`config.mk`:
```
export PLATFORM = sky130hd
export DESIGN_NAME = servo_pwm_multi_flat
export DESIGN_NICKNAME = d
export VERILOG_FILES = /design/src/rtl/servo_pkg.sv /design/src/rtl/servo_pwm_multi_if.sv /design/src/rtl/servo_slew.sv /design/src/rtl/servo_pwm_multi.sv /design/src/flat_wrapper.sv
export SDC_FILE = /design/constraint.sdc
export NUM_CORES = 1
export LEC_CHECK = 0
export ABC_AREA = 0
export BUFFER_PORTS_ARGS = -buffer_cell sky130_fd_sc_hd__buf_2
export CAP_MARGIN = 10
export CORE_UTILIZATION = 45
export DETAILED_ROUTE_END_ITERATION = 8
export PLACE_DENSITY = 0.66
export REMOVE_ABC_BUFFERS = 1
export SYNTH_ARGS = -nofsm -noshare
export SYNTH_HDL_FRONTEND = slang
export SYNTH_HIERARCHICAL = 1
export SYNTH_SLANG_ARGS = --single-unit
```
`constraint.sdc`:
```
create_clock -name CLK -period 8.5 [get_ports CLK]
set_clock_uncertainty 0.05 [all_clocks]
set_input_delay 0.425 -clock CLK [delete_from_list [all_inputs] [get_ports CLK]]
set_output_delay 0.425 -clock CLK [all_outputs]
set_load 0.005 [all_outputs]
```
`src/rtl/servo_pkg.sv`:
```
// Shared constants and helpers for the multi-channel servo PWM generator.
// Timing defaults assume a 50 MHz clock; the width map clamps to the ceiling.
package servo_pkg;

  localparam int unsigned PERIOD_CYC_50M = 32'd1_000_000;
  localparam int unsigned MIN_CYC_50M    = 32'd25_000;
  localparam int unsigned MAX_CYC_50M    = 32'd125_000;
  localparam int unsigned SCALE_CYC_50M  = 32'd392;

  function automatic int unsigned ch_w(input int unsigned n);
    return (n > 32'd1) ? 32'($clog2(n)) : 32'd1;
  endfunction

  // 32-bit intermediate so pos*scale cannot wrap before the clamp
  function automatic logic [31:0] pos_to_cyc(input logic [31:0] pos,
                                             input logic [31:0] min_cyc,
                                             input logic [31:0] scale_cyc,
                                             input logic [31:0] max_cyc);
    logic [31:0] w;
    w = min_cyc + (pos * scale_cyc);
    return (w > max_cyc) ? max_cyc : w;
  endfunction

endpackage

```
`src/rtl/servo_pwm_multi_if.sv`:
```
// Command port of servo_pwm_multi: valid/ready position command plus error pulse.
interface servo_pwm_multi_if #(
  parameter int unsigned CH_W  = 2,
  parameter int unsigned POS_W = 8
);
  logic             cmd_valid;
  logic             cmd_ready;
  logic [CH_W-1:0]  cmd_ch;
  logic [POS_W-1:0] cmd_pos;
  logic             cmd_err;

  modport master (output cmd_valid, output cmd_ch, output cmd_pos,
                  input  cmd_ready, input  cmd_err);
  modport slave  (input  cmd_valid, input  cmd_ch, input  cmd_pos,
                  output cmd_ready, output cmd_err);
endinterface

```
`src/rtl/servo_slew.sv`:
```
// Per-channel target/current pulse-width store with frame-boundary update.
// With SERVO_SLEW_EN defined the current width moves at most STEP_CYC per frame.
module servo_slew #(
  parameter int unsigned W        = 20,
  parameter logic [W-1:0] RST_CYC = '0,
  parameter int unsigned STEP_CYC = 32'd2_000
) (
  input  logic         CLK,
  input  logic         RST_N,
  input  logic         i_wr,
  input  logic [W-1:0] i_width,
  input  logic         i_load,
  output logic [W-1:0] o_cur,
  output logic         o_at_target
);
  logic [W-1:0] r_target;
  logic [W-1:0] r_cur;
  logic [W-1:0] w_next;

`ifdef SERVO_SLEW_EN
  logic [31:0] w_diff;

  // step toward the target without overshooting it
  always_comb begin
    w_diff = 32'd0;
    w_next = r_cur;
    if (r_target >= r_cur) begin
      w_diff = 32'(r_target) - 32'(r_cur);
      if (w_diff <= STEP_CYC) begin
        w_next = r_target;
      end else begin
        w_next = r_cur + W'(STEP_CYC);
      end
    end else begin
      w_diff = 32'(r_cur) - 32'(r_target);
      if (w_diff <= STEP_CYC) begin
        w_next = r_target;
      end else begin
        w_next = r_cur - W'(STEP_CYC);
      end
    end
  end
`else
  assign w_next = r_target;
`endif

  // target follows commands at any time; current width only moves at frame wrap
  always_ff @(posedge CLK or negedge RST_N) begin
    if (!RST_N) begin
      r_target <= RST_CYC;
      r_cur    <= RST_CYC;
    end else begin
      if (i_wr) begin
        r_target <= i_width;
      end
      if (i_load) begin
        r_cur <= w_next;
      end
    end
  end

  assign o_cur       = r_cur;
  assign o_at_target = (r_cur == r_target);

endmodule

```
`src/rtl/servo_pwm_multi.sv`:
```
// N-channel servo PWM generator sharing one frame; widths change only at frame wrap.
// Optional slew limiting is built when SERVO_SLEW_EN is defined (see servo_slew).
module servo_pwm_multi
  import servo_pkg::*;
#(
  parameter int unsigned N_CH       = 32'd4,
  parameter int unsigned POS_W      = 32'd8,
  parameter int unsigned PERIOD_CYC = PERIOD_CYC_50M,
  parameter int unsigned MIN_CYC    = MIN_CYC_50M,
  parameter int unsigned MAX_CYC    = MAX_CYC_50M,
  parameter int unsigned SCALE_CYC  = SCALE_CYC_50M,
  parameter int unsigned RST_POS    = 32'd128,
  parameter int unsigned STEP_CYC   = 32'd2_000
) (
  input  logic               CLK,
  input  logic               RST_N,
  servo_pwm_multi_if.slave   cmd,
  input  logic [N_CH-1:0]    enable,
  output logic [N_CH-1:0]    PWM,
  output logic               frame_start,
  output logic [N_CH-1:0]    at_target
);
  localparam int unsigned    CNT_W   = $clog2(PERIOD_CYC);
  localparam logic [CNT_W-1:0] LAST  = CNT_W'(PERIOD_CYC - 32'd1);
  localparam logic [CNT_W-1:0] RST_CYC = CNT_W'(pos_to_cyc(RST_POS, MIN_CYC, SCALE_CYC, MAX_CYC));

  logic [CNT_W-1:0] r_cnt;
  logic [N_CH-1:0]  r_en_lat;
  logic [N_CH-1:0]  r_pwm;
  logic             r_frame_start;
  logic             r_cmd_err;
  logic             w_wrap;
  logic             w_accept;
  logic             w_ch_ok;
  logic [CNT_W-1:0] w_width;
  logic [CNT_W-1:0] w_cur [N_CH];

  assign w_wrap        = (r_cnt == LAST);
  assign cmd.cmd_ready = !w_wrap;
  assign w_accept      = cmd.cmd_valid & !w_wrap;
  assign w_ch_ok       = (32'(cmd.cmd_ch) < N_CH);
  assign w_width       = CNT_W'(pos_to_cyc(32'(cmd.cmd_pos), MIN_CYC, SCALE_CYC, MAX_CYC));

  // shared frame counter, frame_start, error pulse and enable latch
  always_ff @(posedge CLK or negedge RST_N) begin
    if (!RST_N) begin
      r_cnt         <= '0;
      r_frame_start <= 1'b0;
      r_cmd_err     <= 1'b0;
      r_en_lat      <= '0;
    end else begin
      r_cnt         <= w_wrap ? '0 : (r_cnt + CNT_W'(1));
      r_frame_start <= (r_cnt == '0);
      r_cmd_err     <= w_accept & !w_ch_ok;
      if (w_wrap) begin
        r_en_lat <= enable;
      end
    end
  end

  for (genvar gi = 0; gi < N_CH; gi++) begin : g_ch
    servo_slew #(
      .W        (CNT_W),
      .RST_CYC  (RST_CYC),
      .STEP_CYC (STEP_CYC)
    ) u_slew (
      .CLK         (CLK),
      .RST_N       (RST_N),
      .i_wr        (w_accept && w_ch_ok && (32'(cmd.cmd_ch) == 32'(gi))),
      .i_width     (w_width),
      .i_load      (w_wrap),
      .o_cur       (w_cur[gi]),
      .o_at_target (at_target[gi])
    );
  end

  // pulse compare; en_lat and cur are frame-stable so a pulse is never cut short
  always_ff @(posedge CLK or negedge RST_N) begin
    if (!RST_N) begin
      r_pwm <= '0;
    end else begin
      for (int i = 0; i < N_CH; i++) begin
        r_pwm[i] <= r_en_lat[i] & (r_cnt < w_cur[i]);
      end
    end
  end

  assign PWM         = r_pwm;
  assign frame_start = r_frame_start;
  assign cmd.cmd_err = r_cmd_err;

endmodule

```
`src/flat_wrapper.sv`:
```
// flat-port wrapper written by rule: the top's interface ports become plain ports
module servo_pwm_multi_flat import servo_pkg::*;
#(
  parameter int unsigned N_CH       = 32'd4,
  parameter int unsigned POS_W      = 32'd8,
  parameter int unsigned PERIOD_CYC = PERIOD_CYC_50M,
  parameter int unsigned MIN_CYC    = MIN_CYC_50M,
  parameter int unsigned MAX_CYC    = MAX_CYC_50M,
  parameter int unsigned SCALE_CYC  = SCALE_CYC_50M,
  parameter int unsigned RST_POS    = 32'd128,
  parameter int unsigned STEP_CYC   = 32'd2_000
)
  (CLK, RST_N, enable, PWM, frame_start, at_target, cmd_cmd_valid, cmd_cmd_ch, cmd_cmd_pos, cmd_cmd_ready, cmd_cmd_err);
  servo_pwm_multi_if #(.CH_W((servo_pkg::ch_w(N_CH))), .POS_W(POS_W)) cmd_i ();
  input  logic CLK;
  input  logic RST_N;
  input  logic [N_CH-1:0] enable;
  output logic [N_CH-1:0] PWM;
  output logic frame_start;
  output logic [N_CH-1:0] at_target;
  input wire logic [$bits(cmd_i.cmd_valid)-1:0] cmd_cmd_valid;
  input wire logic [$bits(cmd_i.cmd_ch)-1:0] cmd_cmd_ch;
  input wire logic [$bits(cmd_i.cmd_pos)-1:0] cmd_cmd_pos;
  output wire logic [$bits(cmd_i.cmd_ready)-1:0] cmd_cmd_ready;
  output wire logic [$bits(cmd_i.cmd_err)-1:0] cmd_cmd_err;
  assign cmd_i.cmd_valid = cmd_cmd_valid;
  assign cmd_i.cmd_ch = cmd_cmd_ch;
  assign cmd_i.cmd_pos = cmd_cmd_pos;
  assign cmd_cmd_ready = cmd_i.cmd_ready;
  assign cmd_cmd_err = cmd_i.cmd_err;
  servo_pwm_multi #(.N_CH(N_CH), .POS_W(POS_W), .PERIOD_CYC(PERIOD_CYC), .MIN_CYC(MIN_CYC), .MAX_CYC(MAX_CYC), .SCALE_CYC(SCALE_CYC), .RST_POS(RST_POS), .STEP_CYC(STEP_CYC)) u_core (.CLK(CLK), .RST_N(RST_N), .cmd(cmd_i), .enable(enable), .PWM(PWM), .frame_start(frame_start), .at_target(at_target));
endmodule
```
## Word level (Yosys, flattened, before mapping)

Cells that the tools add are included.

- Output and inout port bits: 11
- Input port bits: 17
- Word-level logic and storage cells: 42
- Register bits: 189

- Equal/unequal tests: 8
- $lt $le $gt $ge: 5
- $mul: 1
- Add/subtract/negate cells: 2
- Muxes and demuxes: 2
- Reduce and logical (&&, ||, !) cells: 7
- Bitwise logic cells: 5

Operators by type and width:

| kind | count |
|---|---|
| 20-bit == test | 4 |
| 20-bit less-than comparator | 4 |
| 20-bit two-way mux | 2 |
| 32-bit by 17-bit > comparator with 1-bit output (second input constant) | 1 |
| 20-bit by 1-bit adder with 20-bit output (second input constant) | 1 |
| 20-bit == test (second input constant) | 1 |
| 20-bit zero test | 1 |
| 15-bit by 17-bit adder with 18-bit output (first input constant) | 1 |
| 8-bit by 6-bit multiplier with 14-bit output (second input constant) | 1 |
| 1-bit bitwise AND | 5 |
| 2-bit == test (second input constant) | 2 |
| 1-bit logical AND | 4 |
| 2-bit by 1-bit == test with 1-bit output (second input constant) | 1 |
| 2-bit zero test | 1 |
| 1-bit zero test | 1 |

## Longest topological paths before layout

Gate-level depths: netlist of run 1.

- Depth in word-level cells: 4
- Depth in mapped cells: 17
- Mapped depth without buffers: 16

## Hierarchy

The synthesis of run 1 kept the hierarchy.

Modules (own cells, without submodules):

| module | area each (sq um) | instances | cells an instance | seq. area each (sq um) |
|---|---|---|---|---|
| servo_slew | 1710.4 | 4 | 111 | 1018.5 |
| servo_pwm_multi | 4448.0 | 1 | 531 | 725.7 |

## Worst setup path after synthesis of run 1

OpenSTA, ideal clock, no wires.

- Path type: input to register
- From: in cmd_cmd_pos[2]
- To: reg u_core.g_ch[0].u_slew.r_target[9]
- Path slack: 4.280 ns
- Stages on the path: 16
- Setup time: 0.125 ns
- Arrival time: 4.045 ns
- Buffers on the path: 0
- Required time: 8.325 ns
- Path through: inv_1 > ha_1 > xnor2_1 > ha_1 > ha_1 > ha_1 > fa_1 > nand2_1 > nor2_4 > xor2_1 > or2b_1 > o32a_2 > o31a_4 > nor2_4 > nor2_1 > mux2_2

- Word-level cells in the longest chain between the ends: 4

Ends and longest elaborated chain:

| what | line | text |
|---|---|---|
| start, declared | flat_wrapper.sv:23 | `input wire logic [$bits(cmd_i.cmd_pos)-1:0] cmd_cmd_pos;` |
| 8-bit by 6-bit multiplier with 14-bit output * | servo_pkg.sv:20 | `w = min_cyc + (pos * scale_cyc);` |
| 15-bit by 17-bit adder with 18-bit output * | servo_pkg.sv:20 |  |
| 32-bit by 17-bit > comparator with 1-bit output | servo_pkg.sv:21 | `return (w > max_cyc) ? max_cyc : w;` |
| 20-bit two-way mux * | servo_pkg.sv:21 |  |
| net u_core.w_width[9] | servo_pwm_multi.sv:35 | `logic [CNT_W-1:0] w_width;` |
| end signal, assigned | servo_slew.sv:54 | `r_target <= i_width;` |
| end, declared | servo_slew.sv:16 | `logic [W-1:0] r_target;` |

The timed path passes the listed nets; every way through them passes the cells marked *.
A chain may end at the register's enable or synchronous reset.

## Worst setup path after layout of run 1

- From: in cmd_cmd_pos[2]
- To: reg u_core.g_ch[3].u_slew.r_target[11]

- Word-level cells in the longest chain between the ends: 4

Ends and longest elaborated chain:

| what | line |
|---|---|
| 8-bit by 6-bit multiplier with 14-bit output * | servo_pkg.sv:20 |
| 15-bit by 17-bit adder with 18-bit output * | servo_pkg.sv:20 |
| 32-bit by 17-bit > comparator with 1-bit output | servo_pkg.sv:21 |
| 20-bit two-way mux * | servo_pkg.sv:21 |
| net u_core.w_width[11] | servo_pwm_multi.sv:35 |
| end signal, assigned | servo_slew.sv:54 |
| end, declared | servo_slew.sv:16 |

Marks and branches as above.

==> reports/qor.yml, run 1 <==
grt:
  grtUsageTotal: 0.207
  globalRoute.totalOverflow: 0
  grt_max_degree: 115
  grt_pass1_vias: 7317
  antenna_found_initial: 0
  grt_first_pass_wirelength_um: 40900
synth:
  yosys-top-cells-area: "dfrtp_1 (29%), mux2_2 (16%), dfstp_2 (13%)"
  syn-cell-area_mm2: 0.0113
  synth_cells: 975
  syn_avg_cell_area_um2: 11.6
  async_reset_ff_frac: 1.00
  netlist_top_cells_count: "mux2_2 (164), dfrtp_1 (133), ha_1 (111), inv_1 (96), xor2_1 (63)"
  yosys_register_bits: 189
  synth_warnings: 6
  synthFlopType: "dfrtp_1"
  ys_types: 62
  synth-edff-count: 0
  synth_top_area_cell: "dfrtp_1"
  ys_seq_area_frac: 0.425
  synth_top_area_frac: 0.295
  yosysMostFrequentCell: "mux2_2"
critical_path:
  cp.required_ns: 8.83
  worstSetupPathType: "in -> reg"
  startpoint_type: "input port"
  critical_path_arrival_ns: 4.65
  endpoint_kind: "flop"
  critPathMaxFanout: 7
clock_tree:
  clock_path_buffers: 2
  htree_levels: 4
  cts_tree: "yes"
  clkTransAtPathRegs_ns: 0.07
  cts-root-buf: "clkbuf_16"
  post_cts_buffers: 0
  cts_sinks: 189
  clkLatencyLatePin_ns: 0.44
  cts_buffers: 17
  cts.repair.resized: 0
  postCtsHoldBufs: 0
pwr:
  p_leak_nw: 5.67
  total_power_mw: 2.64
  irDropWorstVdd_mv: 0.140
  cellPowerDensity_mw_per_mm2: 212
timing:
  timing.final.crit_share: 0.509
  finalHoldViolations: 0
  drv_slew: 0
  max_slew_margin: 0.215
  max_slew.worst_pin.slew_ns: 1.18
  fmax_mhz: 231
  finalSetupViolCount: 0
  setup-tns-final_ns: 0
  fin_crit_ns: 4.33
  rsz0062_at_grt: "false"
outcome:
  status: "finished, final reports clean"
route:
  first_pass_iters: 5
  wire_per_inst_um: 18.5
  via_per_inst: 5.34
  wirelength_um: 25300
  drt_iter0_drc: 434
  drc: 0
  postRouteAntennaNets: 0
  via_count: 7305
die:
  io-pin-count: 28
  fp.dieH_um: 160
  core_mm2: 0.0245
  die_w_um: 160
  die-area_mm2: 0.0257
  num_rows: 57
  start_util: 0.462
flow_run:
  maxCapViolCount: 0
placed_design:
  hpwlAfterDp_um: 17900
  gp_congestion: 0.823
  io_buffers: 26
finish:
  area_growth_pct: 10.6
  post-route-util: 0.511
  fillers: 2168
  layout-drive-gt1-share: 0.296
  layout.nets: 1162
  n_antenna_cell: 0
min_path:
  hold_path_class: "in -> async"
## area by class of cell
class                           count  area (µm²)  area share
Multi-Input combinational cell    694        6160       0.494
Clock inverter                     15         135      0.0108
Inverter                           96         362      0.0289
Tap cell                          324         405      0.0325
Sequential cell                   189        4800       0.384
Timing Repair Buffer               34         199      0.0159
Clock buffer                       17         425      0.0341
## path summary, 6_finish.rpt
check	cells after the start	start	slack, ns	endpoint
max reg2reg	8	u_core/r_cnt[1]	4.63	u_core/g_ch[2].u_slew/o_cur[9]
max in group asynchronous	2	RST_N	6.84	u_core/g_ch[0].u_slew/r_target[11]
min	1	RST_N	0.06	u_core/g_ch[3].u_slew/r_target[0]
min in group CLK	2	enable[1]	0.16	u_core/r_en_lat[1]
max	17	cmd_cmd_pos[2]	4.17	u_core/g_ch[3].u_slew/r_target[11]
min reg2reg	1	u_core/r_en_lat[3]	0.46	u_core/r_en_lat[3]
## layout by cell type, fill, tap and decap left out, drive strengths merged, types with 2 or more instances in the layout
master | Yosys | routed
and4 | 3 | 3
clkbuf | 2 | 18
nor2b | 10 | 10
conb | 1 | 25
xnor2 | 46 | 46
nand2 | 14 | 14
nor4 | 19 | 19
xor2 | 64 | 64
or3 | 5 | 5
nand3 | 19 | 19
or4 | 2 | 2
a21oi | 28 | 28
dfrtp | 133 | 133
clkinv | 0 | 7
or2 | 3 | 3
a211o | 2 | 2
inv | 96 | 102
nand4 | 27 | 27
buf | 18 | 33
nor3b | 4 | 4
and3 | 5 | 5
mux2 | 164 | 164
o21ai | 24 | 24
nor4b | 3 | 3
a211oi | 3 | 3
o211ai | 4 | 4
nor4bb | 2 | 2
nor2 | 34 | 34
nor3 | 16 | 16
fa | 2 | 2
o31ai | 3 | 3
ha | 111 | 111
nand2b | 9 | 9
a21o | 27 | 27
dfstp | 56 | 56
## cells by family (layout without fill, tap and decap cells)
logic type,Yosys count,in the layout,share of synthesized area
muxes,164,164,0.164
other,1,25,0.000332
adders and majority gates,113,113,0.127
and+or+nand+nor,180,180,0.0942
buffers and inverters,116,162,0.0408
xor gates and xnor gates,110,110,0.0860
DFF,189,189,0.425
AOI/OAI and AO/OA,102,102,0.0634
## metrics by stage
stage / setup WS (ns) / cells / area (µm²) / hold WS [ns]
finish: 4.17 / 1369 / 12500 / 0.0559
global route: 3.91 / 1369 / 12500 / 0.114
CTS: 4.21 / 1369 / 12500 / 0.105
detailed placement: 3.77 / 1337 / 11900 / 0.450
global placement: 3.78 / 1337 / 11900 / 0.448
floorplan: 4.28 / 979 / 11300 / 0.0794
## critical path, stage by stage
cell and delay (ns):
buf_2 0.14, inv_1 0.07, ha_1 0.30, xnor2_1 0.14, ha_1 0.28, ha_1 0.30
ha_1 0.23, fa_1 0.42, a211oi_2 0.32, nor2_1 0.10, xor2_1 0.20, or2b_1 0.26
o32a_2 0.43, o31a_4 0.39, nor2_4 0.11, or2_1 0.30, mux2_2 0.22
## registers in the layout (all words and copies together) (netlist names)
name	cells
u_core/PWM	4
u_core/frame_start	1
u_core/g_ch.u_slew/o_cur	80
u_core/g_ch.u_slew/r_target	80
u_core/r_cnt	20
u_core/r_en_lat	4
## metal layers
metal	up-vias	global-route usage	share of wire
met4	0	0.0511	0.013
met2	111	0.335	0.47
met1	3664	0.291	0.49
met5	-	0	0
li1	3511	-	-
met3	19	0.0310	0.026
## power breakdown
group          total, mW  switching (mW)  internal [mW]
combinational      0.633           0.331          0.302
sequential          1.23           0.146           1.08
clock              0.779           0.370          0.409
total               2.64           0.846           1.80
Power figures use the tool's default switching activity.
==> inputs of run 2 (changes only) <==
--- a/config.mk
+++ b/config.mk
@@ -5,12 +5,12 @@
 export SDC_FILE = /design/constraint.sdc
 export NUM_CORES = 1
 export LEC_CHECK = 0
-export ABC_AREA = 0
+export ABC_AREA = 1
 export BUFFER_PORTS_ARGS = -buffer_cell sky130_fd_sc_hd__buf_2
 export CAP_MARGIN = 10
 export CORE_UTILIZATION = 45
 export DETAILED_ROUTE_END_ITERATION = 8
-export PLACE_DENSITY = 0.66
+export PLACE_DENSITY = 0.68
 export REMOVE_ABC_BUFFERS = 1
 export SYNTH_ARGS = -nofsm -noshare
 export SYNTH_HDL_FRONTEND = slang
==> constraint.sdc (replaced) <==
create_clock -name CLK -period 3.85 [get_ports CLK]
set_clock_uncertainty 0.05 [all_clocks]
set_input_delay 0.1925 -clock CLK [delete_from_list [all_inputs] [get_ports CLK]]
set_output_delay 0.1925 -clock CLK [all_outputs]
set_load 0.005 [all_outputs]
==> reports/qor.yml, run 2 <==
die:
  core_mm2: 0.0255
  io-pin-count: 28
  start_util: 0.465
  die-area_mm2: 0.0270
  num_rows: 58
  fp.dieH_um: 164
  die_w_um: 164
route:
  via_count: 9770
  postRouteAntennaNets: 0
  first_pass_iters: 5
  wirelength_um: 28700
  via_per_inst: 5.01
  wire_per_inst_um: 14.7
  drc: 0
  drt_iter0_drc: 633
finish:
  layout-drive-gt1-share: 0.114
  layout_common_cells: "nand2_1 (434), inv_1 (279), o21ai_0 (156)"
  multi_input_area_mm2: 0.00593
  n_antenna_cell: 0
  fin_area_mm2: 0.0132
  area_growth_pct: 11.4
  final_common_cell: "nand2_1"
  regArea_mm2: 0.00480
  fillers: 2408
  layout.nets: 1737
clock_tree:
  htree_levels: 4
  cts-root-buf: "clkbuf_16"
  cts_sinks: 189
  cts_tree: "yes"
  clkLatencyLatePin_ns: 0.44
  clock_path_buffers: 2
  postCtsHoldBufs: 5
  clkTransAtPathRegs_ns: 0.07
  post_cts_buffers: 0
  cts_buffers: 17
  cts.repair.resized: 0
critical_path:
  path_buf_inv: 1
  path_cells: "buf_2 -> ha_1 -> xnor2_1 -> ha_1 -> ha_1 -> ha_1 -> fa_1 -> nand3_4 -> nor2_2 -> nand3_2 -> nand4_1 -> nand2_1 -> nor2_2 -> nand3_2 -> nand2_4 -> nand2_4 -> nand2_2 -> nand2_1 -> o21ai_0"
  reg2reg_depth: 8
  cp.depth: 19
  cp_top_family: "adder cells"
  worstSetupPathType: "in -> reg"
  worst-r2r-setup-slack_ns: 1.10
  slowest_delay_ns: 0.57
  worstReg2RegStart: "u_core/r_cnt[1]"
  critPathMaxFanout: 8
  startpoint_type: "input port"
  cp_common_cell: "ha_1"
  endpoint_kind: "flop"
  cp.required_ns: 4.13
  startpoint: "cmd_cmd_pos[1]"
  critPathSlowestCell: "fa_1"
  critical_path_arrival_ns: 3.70
placed_design:
  place_ws_ns: -0.0369
  hpwlAfterDp_um: 20800
  io_buffers: 26
  placed_area_mm2: 0.0125
  gp_congestion: 0.864
timing:
  finalSetupViolCount: 0
  timing.final.crit_share: 0.888
  max_slew.worst_pin.slew_ns: 0.969
  fin_crit_ns: 3.42
  setup-tns-final_ns: 0
  drv_slew: 0
  rsz0062_at_grt: "false"
  finalHoldViolations: 0
  fmax_mhz: 293
  max_slew_margin: 0.354
  fin_ws_ns: 0.433
grt:
  globalRoute.totalOverflow: 0
  grtUsageTotal: 0.226
  grt_pass1_vias: 9286
  antenna_found_initial: 0
  grt_max_degree: 117
  grt_first_pass_wirelength_um: 46600
synth:
  synth_cells: 1546
  yosys_register_bits: 189
  synth_warnings: 6
  ys_types: 40
  synth-edff-count: 0
  syn_avg_cell_area_um2: 7.66
  async_reset_ff_frac: 1.00
  yosysMostFrequentCell: "nand2_1"
  synth_top_area_cell: "dfrtp_1"
  ys_seq_area_frac: 0.406
  yosys-top-cells-area: "dfrtp_1 (28%), nand2_1 (14%), dfstp_2 (12%)"
  synth_top_area_frac: 0.281
  netlist_top_cells_count: "nand2_1 (434), inv_1 (280), o21ai_0 (156), dfrtp_1 (133), ha_1 (111)"
  syn-cell-area_mm2: 0.0118
  synthFlopType: "dfrtp_1"
min_path:
  min_path_cells: 4
  worstHoldStart: "cmd_cmd_pos[0]"
  hold_path_class: "in -> reg"
pwr:
  irDropWorstVdd_mv: 0.273
  p_leak_nw: 6.30
  cellPowerDensity_mw_per_mm2: 439
outcome:
  status: "finished, final reports clean"
flow_run:
  maxCapViolCount: 0
-- run 2: kinds of logic after synthesis --
family | count (synthesis) | synth area share
and+or+nand+nor | 648 | 0.236
DFF | 189 | 0.406
xor gates and xnor gates | 34 | 0.0252
buffers and inverters | 316 | 0.103
other | 1 | 0.000317
AOI/OAI and AO/OA | 245 | 0.110
adders and majority gates | 113 | 0.121
-- run 2: worst min-delay path, stage by stage --
cell     delay [ns]
buf_2          0.13
nand2_2        0.14
nand2_1        0.09
o21ai_0        0.08
-- run 2: final timing paths --
kind	endpoint
min in group asynchronous	u_core/g_ch[3].u_slew/o_cur[19]
worst max register to register	u_core/g_ch[1].u_slew/o_cur[11]
max in group asynchronous	u_core/g_ch[2].u_slew/o_cur[5]
worst min-delay path	u_core/g_ch[0].u_slew/r_target[3]
worst max-delay path	u_core/g_ch[0].u_slew/r_target[16]
worst min register to register	u_core/g_ch[3].u_slew/o_cur[8]
-- run 2: metrics by stage --
step	hold slack [ns]	std cells	utilization	power [mW]
after floorplan	-0.153	1536	-	3.47
after global placement	0.353	1913	0.492	3.94
after detailed placement	0.359	1913	0.492	3.97
after CTS	0.133	1950	0.518	5.83
after global routing	0.157	1950	0.518	6.11
final	0.151	1950	0.518	5.79
-- run 2: report_power, final --
part | internal, mW | switching [mW]
combinational | 0.503 | 0.951
clock | 0.992 | 0.834
sequential | 2.31 | 0.194
-- run 2: cell type report --
type,instances,area share
inverter,282,0.0805
timing repair buffer,52,0.0291
sequential,189,0.364
clock buffer,19,0.0336
multi-input combinational,1065,0.450
clock inverter,13,0.0118
tap,330,0.0313
-- run 2: per-layer routing --
layer	share of wire	GRT usage
met3	0.051	0.0407
met4	0.038	0.103
met5	0	0
met1	0.46	0.301
met2	0.45	0.358
==> inputs of run 3 (changes only) <==
--- a/config.mk
+++ b/config.mk
@@ -5,9 +5,9 @@
 export SDC_FILE = /design/constraint.sdc
 export NUM_CORES = 1
 export LEC_CHECK = 0
-export ABC_AREA = 1
 export BUFFER_PORTS_ARGS = -buffer_cell sky130_fd_sc_hd__buf_2
 export CAP_MARGIN = 10
+export CORE_MARGIN = 10
 export CORE_UTILIZATION = 45
 export DETAILED_ROUTE_END_ITERATION = 8
 export PLACE_DENSITY = 0.68
==> reports/qor.yml, run 3 (synthesis gave the netlist of run 1 again) <==
finish:
  layout_common_cells: "mux2_2 (163), dfrtp_1 (133), ha_1 (106)"
  fillers: 2149
  fin_cells: 1425
  final_common_cell: "mux2_2"
  multi_input_area_mm2: 0.00627
  n_antenna_cell: 0
  layout-drive-gt1-share: 0.343
  area_growth_pct: 16.5
  regArea_mm2: 0.00480
  layout.nets: 1218
critical_path:
  endpoint_kind: "flop"
  worstSetupPathType: "in -> reg"
  reg2reg_depth: 9
  cp.required_ns: 4.12
  cp_top_family: "adder cells"
  slowest_delay_ns: 0.53
  critPathSlowestCell: "fa_2"
  timing.rr.end: "u_core/g_ch[2].u_slew/o_cur[1]"
  worstReg2RegStart: "u_core/r_cnt[1]"
  critical_path_arrival_ns: 4.00
  startpoint_type: "input port"
  path_cells: "buf_2 -> inv_2 -> ha_4 -> xnor2_1 -> ha_1 -> ha_1 -> ha_2 -> fa_2 -> buf_4 -> nand3_1 -> buf_4 -> nor4_4 -> xor2_2 -> o32a_4 -> o31a_4 -> nor2_4 -> nor2_1 -> mux2_2"
  startpoint: "cmd_cmd_pos[2]"
  critPathMaxFanout: 4
  worst-r2r-setup-slack_ns: 0.80
  path_buf_inv: 4
placed_design:
  gp_congestion: 0.856
  io_buffers: 26
  hpwlAfterDp_um: 19200
  dp.cells: 1385
clock_tree:
  clock_path_buffers: 2
  cts_buffers: 17
  clkTransAtPathRegs_ns: 0.07
  cts_tree: "yes"
  htree_levels: 4
  cts-root-buf: "clkbuf_16"
  cts_sinks: 189
  clkLatencyLatePin_ns: 0.44
outcome:
  status: "finished, final reports clean"
die:
  num_rows: 57
  start_util: 0.460
  fp.dieH_um: 178
  die-area_mm2: 0.0318
  io-pin-count: 28
  core_mm2: 0.0245
  die_w_um: 178
grt:
  grt_max_degree: 97
  grtUsageTotal: 0.169
  globalRoute.totalOverflow: 0
  grt_pass1_vias: 7825
  grt_first_pass_wirelength_um: 42100
  antenna_found_initial: 0
pwr:
  irDropWorstVdd_mv: 0.261
  p_sw_frac: 0.306
  total_power_mw: 6.40
  intPower_mw: 4.44
  pwr-share-comb: 0.263
  power_frac_clock: 0.306
  netSwitchingPower_mw: 1.96
  cellPowerDensity_mw_per_mm2: 487
  pwr-share-seq: 0.431
  p_leak_nw: 5.99
timing:
  fin_crit_ns: 3.73
  max_slew_margin: 0.475
  rsz0062_at_grt: "true"
  fmax_mhz: 268
  drv_slew: 0
  finalSetupViolCount: 0
  timing.final.crit_share: 0.969
  max_slew.worst_pin.slew_ns: 0.788
  finalHoldViolations: 0
route:
  drc: 0
  via_count: 7638
  first_pass_iters: 5
  postRouteAntennaNets: 0
  wire_per_inst_um: 18.3
  wirelength_um: 26100
  via_per_inst: 5.36
  drt_iter0_drc: 529
min_path:
  hold_path_class: "in -> async"
flow_run:
  maxCapViolCount: 0
[run 3: changes by cell type in the layout (fill, tap and decap cells not counted), sizes merged, moves of 53 or more]
cell / delta
inv: -186
xor2: +53
o21ai: -132
nand2: -440
mux2: +164
nor2: -61
[run 3: layout make-up]
type,count,area share
multi-input combinational,694,0.477
clock buffer,19,0.0344
tap,324,0.0308
clock inverter,13,0.0153
inverter,96,0.0275
timing repair buffer,90,0.0500
sequential,189,0.365
[run 3: worst max-delay path by stage]
stage,end,cells past startpoint
after floorplan,u_core/g_ch[0].u_slew/r_target[9],16
after global placement,u_core/g_ch[3].u_slew/r_target[9],17
after detailed placement,u_core/g_ch[0].u_slew/r_target[8],17
after CTS,u_core/g_ch[1].u_slew/r_target[9],17
after global routing,u_core/g_ch[2].u_slew/r_target[12],17
final,u_core/g_ch[3].u_slew/r_target[12],18
[run 3: per-stage QoR]
step	worst slack, ns	utilization	hold slack, ns	setup TNS (ns)	area, µm²
after global routing	-0.0143	0.536	0.389	-0.0473	13200
final	0.119	0.536	0.348	0	13200
after global placement	-0.313	0.502	0.282	-13.61	12300
after CTS	0.0340	0.531	0.351	0	13000
after floorplan	-0.138	-	-0.153	-3.19	11300
after detailed placement	-0.417	0.502	0.283	-18.79	12300
[run 3: power by group through the flow]
stage / Sequential, mW / Clock [mW] / Combinational [mW]
finish: 2.76 / 1.96 / 1.68
global route: 2.80 / 2.07 / 1.84
CTS: 2.75 / 2.00 / 1.60
detailed placement: 2.79 / 0 / 1.58
global placement: 2.77 / 0 / 1.55
floorplan: 2.63 / 0 / 1.04
[run 3: metal layers]
metal  global-route usage  share of wire  vias up
li1                     -              -     3637
met1                0.223           0.46     3859
met2                0.282           0.49      119
met3               0.0273          0.033       23
met4               0.0451          0.014        0
met5                    0              0        -
[run 3: timing repair]
action,CTS,global route
buffers inserted,0,3
hold endpoints to repair,71,0
resized for setup,0,21
hold buffers,5,0
endpoints found under the setup margin,0,48
